--- config.mk ---
export PLATFORM = sky130hd
export DESIGN_NAME = jt12_dac_feed
export DESIGN_NICKNAME = d
export VERILOG_FILES = /design/src/rtl/jt12_dac_feed.sv
export SDC_FILE = /design/constraint.sdc
export NUM_CORES = 1
export LEC_CHECK = 0
export BUFFER_PORTS_ARGS = -buffer_cell sky130_fd_sc_hd__clkbuf_2
export CORE_UTILIZATION = 62
export CTS_CLUSTER_SIZE = 40
export DETAILED_ROUTE_END_ITERATION = 8
export PLACE_DENSITY = 0.84
export SYNTH_ARGS = -nofsm -noshare
export SYNTH_HDL_FRONTEND = slang
export SYNTH_SLANG_ARGS = --single-unit
--- constraint.sdc ---
create_clock -name clk -period 6.8 [get_ports clk]
set_input_delay 1.7 -clock clk [delete_from_list [all_inputs] [get_ports clk]]
set_output_delay 1.7 -clock clk [all_outputs]
set_load 0.01 [all_outputs]
--- src/rtl/jt12_dac_feed.sv ---
// jt12_dac_feed: decodes the YM2612 part-I DAC registers (0x2A data,
// 0x2B enable, 0x2C low-resolution LSB), queues DAC samples in a small
// FIFO and releases one 9-bit signed sample per rising edge of `zero`.
//
// Handshake: there is no backpressure. A 0x2A write is a push that is
// accepted when enabled and not full (or when a pop frees a slot the same
// cycle). The `zero` rising edge is a pop request. pcm_wr is a one-cycle
// valid strobe that qualifies the new pcm value.
module jt12_dac_feed #(
    parameter int AW = 2
) (
    input  logic          rst,
    input  logic          clk,
    input  logic          clk_en,
    input  logic          zero,
    input  logic          a1,
    input  logic          addr_wr,
    input  logic          data_wr,
    input  logic [7:0]    din,
    output logic          dac_en,
    output logic [8:0]    pcm,
    output logic          pcm_wr,
    output logic [AW:0]   level,
    output logic          overflow,
    output logic          underrun
);

    localparam int          DEPTH = 1 << AW;
    localparam logic [AW:0] FULL  = (AW+1)'(DEPTH);

    logic [7:0]    addr_q;
    logic          part_q;
    logic          zero_q;
    logic          lsb;
    logic [AW-1:0] wr_ptr;
    logic [AW-1:0] rd_ptr;
    logic [8:0]    mem [DEPTH];

    logic          data_ok;
    logic          wr_2a;
    logic          wr_2b;
    logic          wr_2c;
    logic          tick;
    logic          dac_off;
    logic          pop;
    logic          starve;
    logic          push_req;
    logic          push;
    logic          drop;
    logic [8:0]    head;
    logic [AW:0]   level_nxt;

    // Register decode, tick detection and push/pop arbitration
    always_comb begin
        data_ok   = clk_en & data_wr & ~addr_wr & ~part_q;
        wr_2a     = data_ok & (addr_q == 8'h2A);
        wr_2b     = data_ok & (addr_q == 8'h2B);
        wr_2c     = data_ok & (addr_q == 8'h2C);
        tick      = zero & ~zero_q;
        // Disabling flushes everything and takes priority over a tick.
        dac_off   = wr_2b & ~din[7];
        // Pop only sees entries already stored; a same-cycle push is not visible.
        pop       = tick & dac_en & (level != '0) & ~dac_off;
        starve    = tick & dac_en & (level == '0) & ~dac_off;
        push_req  = wr_2a & dac_en;
        // A simultaneous pop frees a slot, so a full FIFO can still accept.
        push      = push_req & ((level != FULL) | pop);
        drop      = push_req & (level == FULL) & ~pop;
        head      = mem[rd_ptr];
        level_nxt = level;
        case ({push, pop})
            2'b10:   level_nxt = level + 1'b1;
            2'b01:   level_nxt = level - 1'b1;
            default: level_nxt = level;
        endcase
    end

    // Tick edge register and CPU address/part latch
    always_ff @(posedge clk or posedge rst) begin
        if (rst) begin
            zero_q <= 1'b0;
            addr_q <= 8'h00;
            part_q <= 1'b0;
        end else begin
            zero_q <= zero;
            if (clk_en && addr_wr) begin
                addr_q <= din;
                part_q <= a1;
            end
        end
    end

    // DAC enable and low-resolution LSB registers
    always_ff @(posedge clk or posedge rst) begin
        if (rst) begin
            dac_en <= 1'b0;
            lsb    <= 1'b0;
        end else begin
            if (wr_2b) dac_en <= din[7];
            if (wr_2c) lsb    <= din[3];
        end
    end

    // FIFO pointers and occupancy counter
    always_ff @(posedge clk or posedge rst) begin
        if (rst) begin
            wr_ptr <= '0;
            rd_ptr <= '0;
            level  <= '0;
        end else if (dac_off) begin
            wr_ptr <= '0;
            rd_ptr <= '0;
            level  <= '0;
        end else begin
            if (push) wr_ptr <= wr_ptr + 1'b1;
            if (pop)  rd_ptr <= rd_ptr + 1'b1;
            level <= level_nxt;
        end
    end

    // FIFO storage: entry is {byte, lsb}
    always_ff @(posedge clk) begin
        if (push) mem[wr_ptr] <= {din, lsb};
    end

    // Output sample: flip the byte MSB to turn offset-binary into signed
    always_ff @(posedge clk or posedge rst) begin
        if (rst) begin
            pcm    <= 9'd0;
            pcm_wr <= 1'b0;
        end else begin
            pcm_wr <= pop;
            if (dac_off)  pcm <= 9'd0;
            else if (pop) pcm <= {~head[8], head[7:0]};
        end
    end

    // Sticky error flags; a same-cycle set overrides the 0x2B clear
    always_ff @(posedge clk or posedge rst) begin
        if (rst) begin
            overflow <= 1'b0;
            underrun <= 1'b0;
        end else begin
            if (wr_2b) begin
                overflow <= 1'b0;
                underrun <= 1'b0;
            end
            if (drop)   overflow <= 1'b1;
            if (starve) underrun <= 1'b1;
        end
    end

endmodule
==> results of run 1 <==
worst max path at each step:
| stage | start | endpoint | slack (ns) | cells after the start |
|---|---|---|---|---|
| 2_1_floorplan | addr_wr | level[2]$_DFFE_PP0P_ | 2.99 | 7 |
| 3_3_place_gp | addr_wr | level[2]$_DFFE_PP0P_ | 2.80 | 8 |
| 3_5_place_dp | addr_wr | level[2]$_DFFE_PP0P_ | 2.70 | 8 |
| 4_1_cts | addr_wr | level[2]$_DFFE_PP0P_ | 3.03 | 8 |
| 5_1_grt | addr_wr | level[2]$_DFFE_PP0P_ | 2.91 | 8 |
| 6_report | addr_wr | level[2]$_DFFE_PP0P_ | 3.01 | 8 |
sequential cells by signal, indices dropped and copies added (netlist names):
register and count:
rd_ptr 2, lsb 1, part_q 1, dac_en 1, overflow 1, wr_ptr 2, underrun 1, mem 36
zero_q 1, addr_q 8, pcm 9, pcm_wr 1, level 3
cell families after synthesis:
logic type      Yosys count  synth area share [%]
simple gates             58                  11.1
compound gates           20                  4.57
flops                    67                  66.5
mux                      23                  12.9
buf+inv                  10                  1.48
fa+ha+maj                 5                  2.51
xor+xnor                  3                 0.941
layout make-up:
| type | instances | area share, % |
|---|---|---|
| sequential | 67 | 57.8 |
| multi-input combinational | 109 | 27.8 |
| timing repair buffer | 31 | 5.53 |
| clock buffer | 14 | 5.37 |
| tap | 52 | 2.02 |
| clock inverter | 2 | 1.05 |
| inverter | 4 | 0.467 |
metrics by stage:
| stage | hold slack (ns) | worst slack (ns) | cell area, um2 | total power [W] | instances |
|---|---|---|---|---|---|
| 2_1_floorplan | 0.470 | 2.99 | 2790 | 0.000499 | 186 |
| 3_3_place_gp | 0.455 | 2.80 | 2980 | 0.000517 | 262 |
| 3_5_place_dp | 0.456 | 2.70 | 2980 | 0.000523 | 262 |
| 4_1_cts | 0.470 | 3.03 | 3190 | 0.000855 | 278 |
| 5_1_grt | 0.511 | 2.91 | 3210 | 0.000884 | 279 |
| 6_report | 0.467 | 3.01 | 3210 | 0.000853 | 279 |
layer usage:
layer | track usage, % | part of all wire (%)
met3 | 8.04 | 4.3
met2 | 38.7 | 53
met1 | 28.9 | 42
met4 | 9.98 | 1.1
met5 | 0 | 0
power groups by stage:
| stage | sequential, W | combinational (W) | clock, W |
|---|---|---|---|
| floorplan | 0.000463 | 0.0000359 | 0 |
| global placement | 0.000466 | 0.0000510 | 0 |
| detailed placement | 0.000469 | 0.0000539 | 0 |
| CTS | 0.000461 | 0.0000545 | 0.000340 |
| global route | 0.000462 | 0.0000619 | 0.000360 |
| finish | 0.000460 | 0.0000556 | 0.000337 |
placed cells by master (no fill, tap or decap), drive strengths merged, types with 3 or more instances in the layout:
cell    netlist  final
clkbuf        2     44
edfxtp       36     36
dfrtp        31     31
nand2        22     22
nor2         14     14
mux2         13     13
mux4          9      9
a21oi         9      9
and2          5      5
inv           4      4
ha            4      4
nand3         3      3
o21ai         3      3
critical path: stages:
cell and delay, ns:
clkbuf_2 0.10, or4b_4 0.57, nor3_2 0.23, a21oi_1 0.16, fa_1 0.46, or4_1 0.53, a21o_1 0.17, a31oi_1 0.12
==> impl_metrics.ini, run 1 <==
[yosys]
netlist_area_um2 = 2790
syn_area_per_cell_um2 = 15.0
yosysSeqAreaShare_pct = 66.5
ys_warn_count = 0
synth.top_cell.area_share_pct = 38.7
yosysTopAreaCell = edfxtp_1
synth_most_common_cell = edfxtp_1
synth_async_sr_flop_share_pct = 46.3
synth_area_leaders = edfxtp_1 (39%), dfrtp_1 (28%), mux4_2 (7.3%), mux2_2 (4.4%), nand2_1 (3.0%)
synth_cells = 186
ys_seq_elements = 67
synth-edff-count = 36
synth.top_cells.by_count = edfxtp_1 (36), dfrtp_1 (31), nand2_1 (22)
synthFlopType = edfxtp_1
synth_nets = 206
synth.lib_cells_used.distinct = 41

[floorplan]
die_area_um2 = 4770
coreArea_um2 = 4350
rows = 24
die-width_um = 69.1
pin_count = 31
die_y_um = 69.1
start_util_pct = 64.1

[pwr]
ir_drop_mv = 0.245
p_leak_nw = 1.29
combPwrFrac_pct = 6.5
cellPowerDensity_nw_per_um2 = 265
seqPwrFrac_pct = 53.9
sw_frac_of_total_pct = 21.3
clockPowerShare_pct = 39.6
p_sw_w = 0.000182
p_int_w = 0.000671

[job]
maxCapViolCount = 0

[cells_and_area]
area_growth_pct = 15.2
multiInputGateArea_um2 = 893
register_area_um2 = 1860
diodes = 0
final_util_pct = 73.8
drive_gt1_share_pct = 30.0
fin_nets = 242
fill_cells = 282

[min_path]
min_path_cells = 2
holdCritPathClass = flip-flop to flip-flop
min_from = overflow$_DFFE_PP0P_
holdPathEnd = overflow$_DFFE_PP0P_

[placement]
gp_congestion = 0.793
portBuffers = 30
hpwl_um = 3520

[global_route]
grt_pass1_vias = 1741
grt-ovfl-total = 0
grt_max_degree = 32
antenna_found_initial = 0
grt_usage_pct = 23.7
grt_first_pass_wirelength_um = 8370

[clock_network]
cts_made_buffers = 9
cts_hold_buf = 0
cts.clk_slew.worst_paths_ns = 0.06
cts_sinks = 67
cts_tree = done
postCtsSetupBuffers = 0
ctsRootBufferMaster = clkbuf_8
clock_path_buffers = 2
clock_latency_ns = 0.34
cts.repair.resized = 0
h-tree-depth = 3

[worst_setup_path]
worstPathArrival_ns = 4.04
r2r_end = level[2]$_DFFE_PP0P_
r2r-start = level[1]$_DFFE_PP0P_
cp_max_fo = 4
crit_path_end_kind = flip-flop
crit_required_ns = 7.05
worstRegToRegCells = 7
r2r_slack_ns = 4.02
critPathLaunchType = input pin
path_class = input pin to flip-flop

[routing]
wirelength_um = 4960
ant_nets = 0
drt_iter0_drc = 65
drt_pass1_iterations = 4
drc = 0
vias = 1632
drt-wirelength-per-cell_um = 17.8
viasPerCell = 5.85

[sta]
relSlewSlack_pct = 46.8
min_period_ns = 3.79
worst_slew_pin_slew_ns = 0.794
finalCritPeriodShare_pct = 55.7
finClkSkew_ns = 0.00644
rsz0062_at_grt = false
fmax_mhz = 264
setup_violations = 0
slew_viol_final = 0
setup-tns-final_ns = 0
hold_viol_final = 0

[run_status]
status = complete, no violations
(Power assumes the default switching activity.)
==> run 2: changes to the inputs <==
Settings changed: ABC_AREA set to 1, CORE_UTILIZATION 62 to 58, PLACE_DENSITY 0.84 to 0.79.
Clock period 6.8 ns to 3.6 ns, I/O delays scaled along.
==> run 2 against run 1 <==
Net effect: power grew to 2.6 times the previous value; critical endpoint is now mem[0][0]$_DFFE_PP_; critical path depth grew 1; clock skew is essentially flat.
==> impl_metrics.ini, run 2 <==
[sta]
hold_viol_final = 0
min_period_ns = 2.59
setup-tns-final_ns = 0
relSlewSlack_pct = 50.0
slew_viol_final = 0
rsz0062_at_grt = false
worst_slew_pin_slew_ns = 0.748
finClkSkew_ns = 0.00649
setup_violations = 0
fin_hold_ws_ns = 0.511
finalCritPeriodShare_pct = 71.8
fin_ws_ns = 1.01
fmax_mhz = 387

[worst_setup_path]
cp_cell_sequence = clkbuf_2, nand2_1, nor2_1, nand2_1, inv_2, nand2_4, nand2_4, nand2_4, nor2_1
path_class = input pin to flip-flop
worstPathArrival_ns = 2.56
worstRegToRegCells = 14
r2r_slack_ns = 1.20
slowest_stage = nor2_1
cp_common_cell = nand2_4
slowest_delay_ns = 0.59
r2r-start = level[0]$_DFFE_PP0P_
r2r_end = level[2]$_DFFE_PP0P_
crit_required_ns = 3.57
critPathLaunchType = input pin
crit_path_end_kind = flip-flop
cp_max_fo = 12

[clock_network]
cts_made_buffers = 9
postCtsSetupBuffers = 0
clock_path_buffers = 2
cts.repair.resized = 0
cts_tree = done
clock_latency_ns = 0.34
h-tree-depth = 3
cts_hold_buf = 0
ctsRootBufferMaster = clkbuf_8
cts_sinks = 67
cts.clk_slew.worst_paths_ns = 0.07

[min_path]
holdPathEnd = pcm[4]$_DFFE_PP0P_
min_path_cells = 2
holdCritPathClass = flip-flop to flip-flop
min_from = pcm[4]$_DFFE_PP0P_

[floorplan]
start_util_pct = 60.7
die_y_um = 72.8
die_area_um2 = 5300
pin_count = 31
die-width_um = 72.8
rows = 25
coreArea_um2 = 4790

[cells_and_area]
drive_gt1_share_pct = 21.2
layout_commonest_cell = nand2_1
final_cell_mix = nand2_1 (42), nor2_1 (40), edfxtp_1 (36), dfrtp_1 (31), clkbuf_2 (30)
fin_area_um2 = 3330
diodes = 0
regMostFlops = mem
top_regs = mem (36), pcm (9), addr_q (8)
area_growth_pct = 14.6
largest_reg_flops = 36
fin_nets = 326

[pwr]
ir_drop_mv = 0.351
cellPowerDensity_nw_per_um2 = 662
p_leak_nw = 1.49

[routing]
vias = 2012
drt_iter0_drc = 192
wirelength_um = 5610
drt-wirelength-per-cell_um = 14.8
viasPerCell = 5.32
drc = 0
drt_pass1_iterations = 4
ant_nets = 0

[yosys]
yosysTopAreaCell = edfxtp_1
synth-edff-count = 36
synth.top_cells.by_count = nand2_1 (42), nor2_1 (40), edfxtp_1 (36)
ys_warn_count = 0
synth_nets = 292
synthFlopType = edfxtp_1
synth_async_sr_flop_share_pct = 46.3
netlist_area_um2 = 2910
ys_seq_elements = 67
synth.top_cell.area_share_pct = 37.2
synth_area_leaders = edfxtp_1 (37%), dfrtp_1 (27%), nand2_1 (5.4%), nor2_1 (5.2%), o21ai_0 (4.0%)
syn_area_per_cell_um2 = 10.7
synth_cells = 272
synth_most_common_cell = nand2_1
yosysSeqAreaShare_pct = 63.9
synth.lib_cells_used.distinct = 28

[global_route]
use_met3_pct = 5.80
grt_pass1_vias = 1913
antenna_found_initial = 0
met2_usage_pct = 36.4
grtUsageMet1_pct = 31.6
grt-ovfl-total = 0
grt_usage_pct = 23.7
gr-max-usage-layer = met2
grt_first_pass_wirelength_um = 8990
grt_max_degree = 32

[placement]
placed_cell_area_um2 = 3110
dpl_worst_slack_ns = 0.675
portBuffers = 30
gp_congestion = 0.791
hpwl_um = 4030

[job]
maxCapViolCount = 0

[run_status]
status = complete, no violations
## run 2: worst max path at each step
stage	startpoint	depth (start not counted)	slack, ns	end
global placement	zero	9	0.82	mem[0][3]$_DFFE_PP_
global route	zero	9	0.81	mem[1][8]$_DFFE_PP_
floorplan	clk_en	14	1.18	level[2]$_DFFE_PP0P_
detailed placement	zero	9	0.68	mem[1][7]$_DFFE_PP_
CTS	zero	9	1.01	mem[1][6]$_DFFE_PP_
finish	zero	9	1.01	mem[0][0]$_DFFE_PP_
## run 2: final cells by class
type	instances	area, um2
flip-flops and latches	67	1860
fillers	338	1460
multi-input cells	169	910
repair buffers	31	158
clock buffers	11	141
inverters	28	105
well taps	67	83.8
clock inverters	5	76.3
## run 2: per-layer routing
metal  up-vias  wire (um)
li1        985          -
met1       951       2570
met2        66       2690
met3        10        251
met4         0         95
met5         -          0
## run 2: worst max-delay path, delay by kind of cell
family                 cells  cell delay, ns
buffers and inverters      2            0.30
and+or+nand+nor            7            1.35
## run 2: through the flow
| stage | util (%) | cells | power, W |
|---|---|---|---|
| floorplan | - | 272 | 0.00138 |
| global placement | 65.0 | 362 | 0.00151 |
| detailed placement | 65.0 | 362 | 0.00154 |
| CTS | 69.6 | 378 | 0.00221 |
| global route | 69.6 | 378 | 0.00233 |
| finish | 69.6 | 378 | 0.00220 |
## run 2: where the power goes
| group | internal [W] | switching [W] |
|---|---|---|
| clock | 0.000405 | 0.000279 |
| sequential | 0.000901 | 0.000101 |
| combinational | 0.000206 | 0.000311 |
| total | 0.00151 | 0.000691 |
## run 2: kinds of logic after synthesis
group,count (synthesis),share of synthesized area (%)
muxes,6,2.32
AOI/OAI and AO/OA,42,7.92
DFF,67,63.9
xor gates and xnor gates,1,0.301
and+or+nand+nor,115,18.3
adders and majority gates,5,2.41
buffers and inverters,36,4.82
==> run 3: changes to the inputs <==
Settings changed: ABC_AREA 1 to 0, CORE_UTILIZATION 58 to 52, PLACE_DENSITY 0.79 to 0.75.
Clock period 3.6 ns to 2.25 ns, I/O delays scaled along.
==> run 3 against run 2 <==
Net effect: the flow now finishes with violations (negative setup slack); core utilization shrank 3.7 points; via count shrank 18%; final cell count shrank 16%; sequential power grew 37%; sequential share of layout area shrank 0.95 points; sequential cell count is the same; count of clock-buffer cells in the layout shrank 2; wire length shrank 13%; clock power grew 35%; critical path depth shrank 2; register-to-register slack lost 1.2 ns; largest cell class unchanged.
==> impl_metrics.ini, run 3 (synthesis results as in run 1) <==
[clock_network]
cts_made_buffers = 9
cts.clk_slew.worst_paths_ns = 0.07
clock_latency_ns = 0.32
ctsRootBufferMaster = clkbuf_8
cts_tree = done
cts_sinks = 67
h-tree-depth = 3
clock_path_buffers = 2

[global_route]
antenna_found_initial = 0
grt_max_degree = 32
grt-ovfl-total = 0
grt_usage_pct = 20.3
grt_first_pass_wirelength_um = 7940
grt_pass1_vias = 1671

[sta]
setup_violations = 1
slew_viol_final = 0
fin_ws_ns = -0.0106
rsz0062_at_grt = true
finClkSkew_ns = 0.00701
fmax_mhz = 442
relSlewSlack_pct = 59.0
worst_slew_pin_slew_ns = 0.615
min_period_ns = 2.26
hold_viol_final = 0
finalCritPeriodShare_pct = 100

[floorplan]
die_y_um = 75.3
start_util_pct = 54.3
pin_count = 31
die-width_um = 75.3
coreArea_um2 = 5140
die_area_um2 = 5660
rows = 26

[cells_and_area]
instances_no_fill = 319
layout_commonest_cell = edfxtp_1
top_regs = mem (36), pcm (9), addr_q (8)
drive_gt1_share_pct = 39.4
diodes = 0
fin_nets = 264
final_util_pct = 65.9
largest_reg_flops = 36
area_growth_pct = 21.4
regMostFlops = mem
final_cell_mix = edfxtp_1 (36), dfrtp_1 (31), clkbuf_2 (30), buf_4 (23), nand2_1 (22)

[worst_setup_path]
r2r_end = level[2]$_DFFE_PP0P_
crit_path_end_kind = flip-flop
worstRegToRegCells = 7
cp_max_fo = 2
r2r-start = addr_q[4]$_DFFE_PP0P_
worstPathArrival_ns = 2.51
crit_required_ns = 2.50
r2r_slack_ns = -0.01
path_class = flip-flop to flip-flop
critPathLaunchType = flip-flop

[placement]
dpl_worst_slack_ns = -0.428
hpwl_um = 3690
portBuffers = 30
placed_cells = 302
gp_congestion = 0.792

[job]
maxCapViolCount = 0

[pwr]
cellPowerDensity_nw_per_um2 = 739
p_leak_nw = 1.40
ir_drop_mv = 0.530

[routing]
vias = 1654
viasPerCell = 5.18
drt_pass1_iterations = 4
wirelength_um = 4910
drc = 0
ant_nets = 0
drt-wirelength-per-cell_um = 15.4
drt_iter0_drc = 78

[min_path]
holdCritPathClass = input pin to async pin

[run_status]
status = complete, but fails checks
violations = negative setup slack
## run 3: changes by cell type in the layout (fill, tap and decap cells not counted), sizes merged, moves of 3 or more
cell	before	now
nand2	47	22
mux2	6	13
mux4	0	9
buf	1	23
o21ai	25	3
nand3	20	3
nand4	4	0
clkinv	2	5
inv	28	4
nor2	43	14
o22ai	9	0
and2	0	5
## run 3: through the flow
step           total power, W  instance area (um2)  hold WS [ns]  TNS (ns)
2_1_floorplan         0.00151                 2810         0.470    -0.347
3_3_place_gp          0.00160                 3190         0.455    -10.04
3_5_place_dp          0.00161                 3190         0.459    -11.20
4_1_cts               0.00252                 3380         0.292     -1.16
5_1_grt               0.00260                 3390         0.338    -0.111
6_report              0.00251                 3390         0.283   -0.0106
## run 3: repair_timing
item | CTS | global route
hold endpoints to repair | 0 | 0
setup buffers | 1 | 0
hold buffers | 0 | 0
setup endpoints to repair | 37 | 39
resized for setup | 2 | 5
pin swaps | 6 | 0
## run 3: how the worst max path moves through the flow
stage	end	cells after the start	from	slack, ns
2_1_floorplan	level[2]$_DFFE_PP0P_	7	addr_wr	-0.35
3_3_place_gp	level[2]$_DFFE_PP0P_	8	addr_wr	-0.40
3_5_place_dp	level[2]$_DFFE_PP0P_	8	addr_wr	-0.43
4_1_cts	mem[3][3]$_DFFE_PP_	5	addr_q[4]$_DFFE_PP0P_	-0.05
5_1_grt	level[2]$_DFFE_PP0P_	7	addr_q[4]$_DFFE_PP0P_	-0.11
6_report	level[2]$_DFFE_PP0P_	7	addr_q[4]$_DFFE_PP0P_	-0.01
## run 3: layout make-up
type                       instances  area [um2]
multi-input combinational        109         923
timing repair buffer              53         323
clock buffer                       9         124
sequential                        67        1860
clock inverter                     7        58.8
fill                             404        1750
tap                               70        87.6
inverter                           4        15.0
## run 3: report_power, final
part           switching [W]  leakage (nW)  internal, W  total [W]
combinational      0.0000954         0.579     0.000114   0.000210
sequential         0.0000370         0.726      0.00134    0.00137
clock               0.000426        0.0915     0.000496   0.000922
## run 3: worst max-delay path, cell delays in order (launching register included)
cell and delay [ns]:
dfrtp_1 0.38, or4b_4 0.54, nor3_4 0.16, a21oi_2 0.09, fa_2 0.34, or4_1 0.41, a21o_1 0.17, a31oi_1 0.11
## run 3: routing by layer
layer / part of all wire, % / track usage (%)
met5: 0 / 0
met4: 0.96 / 8.64
met3: 4.3 / 4.02
met2: 50 / 34.1
met1: 45 / 26.0
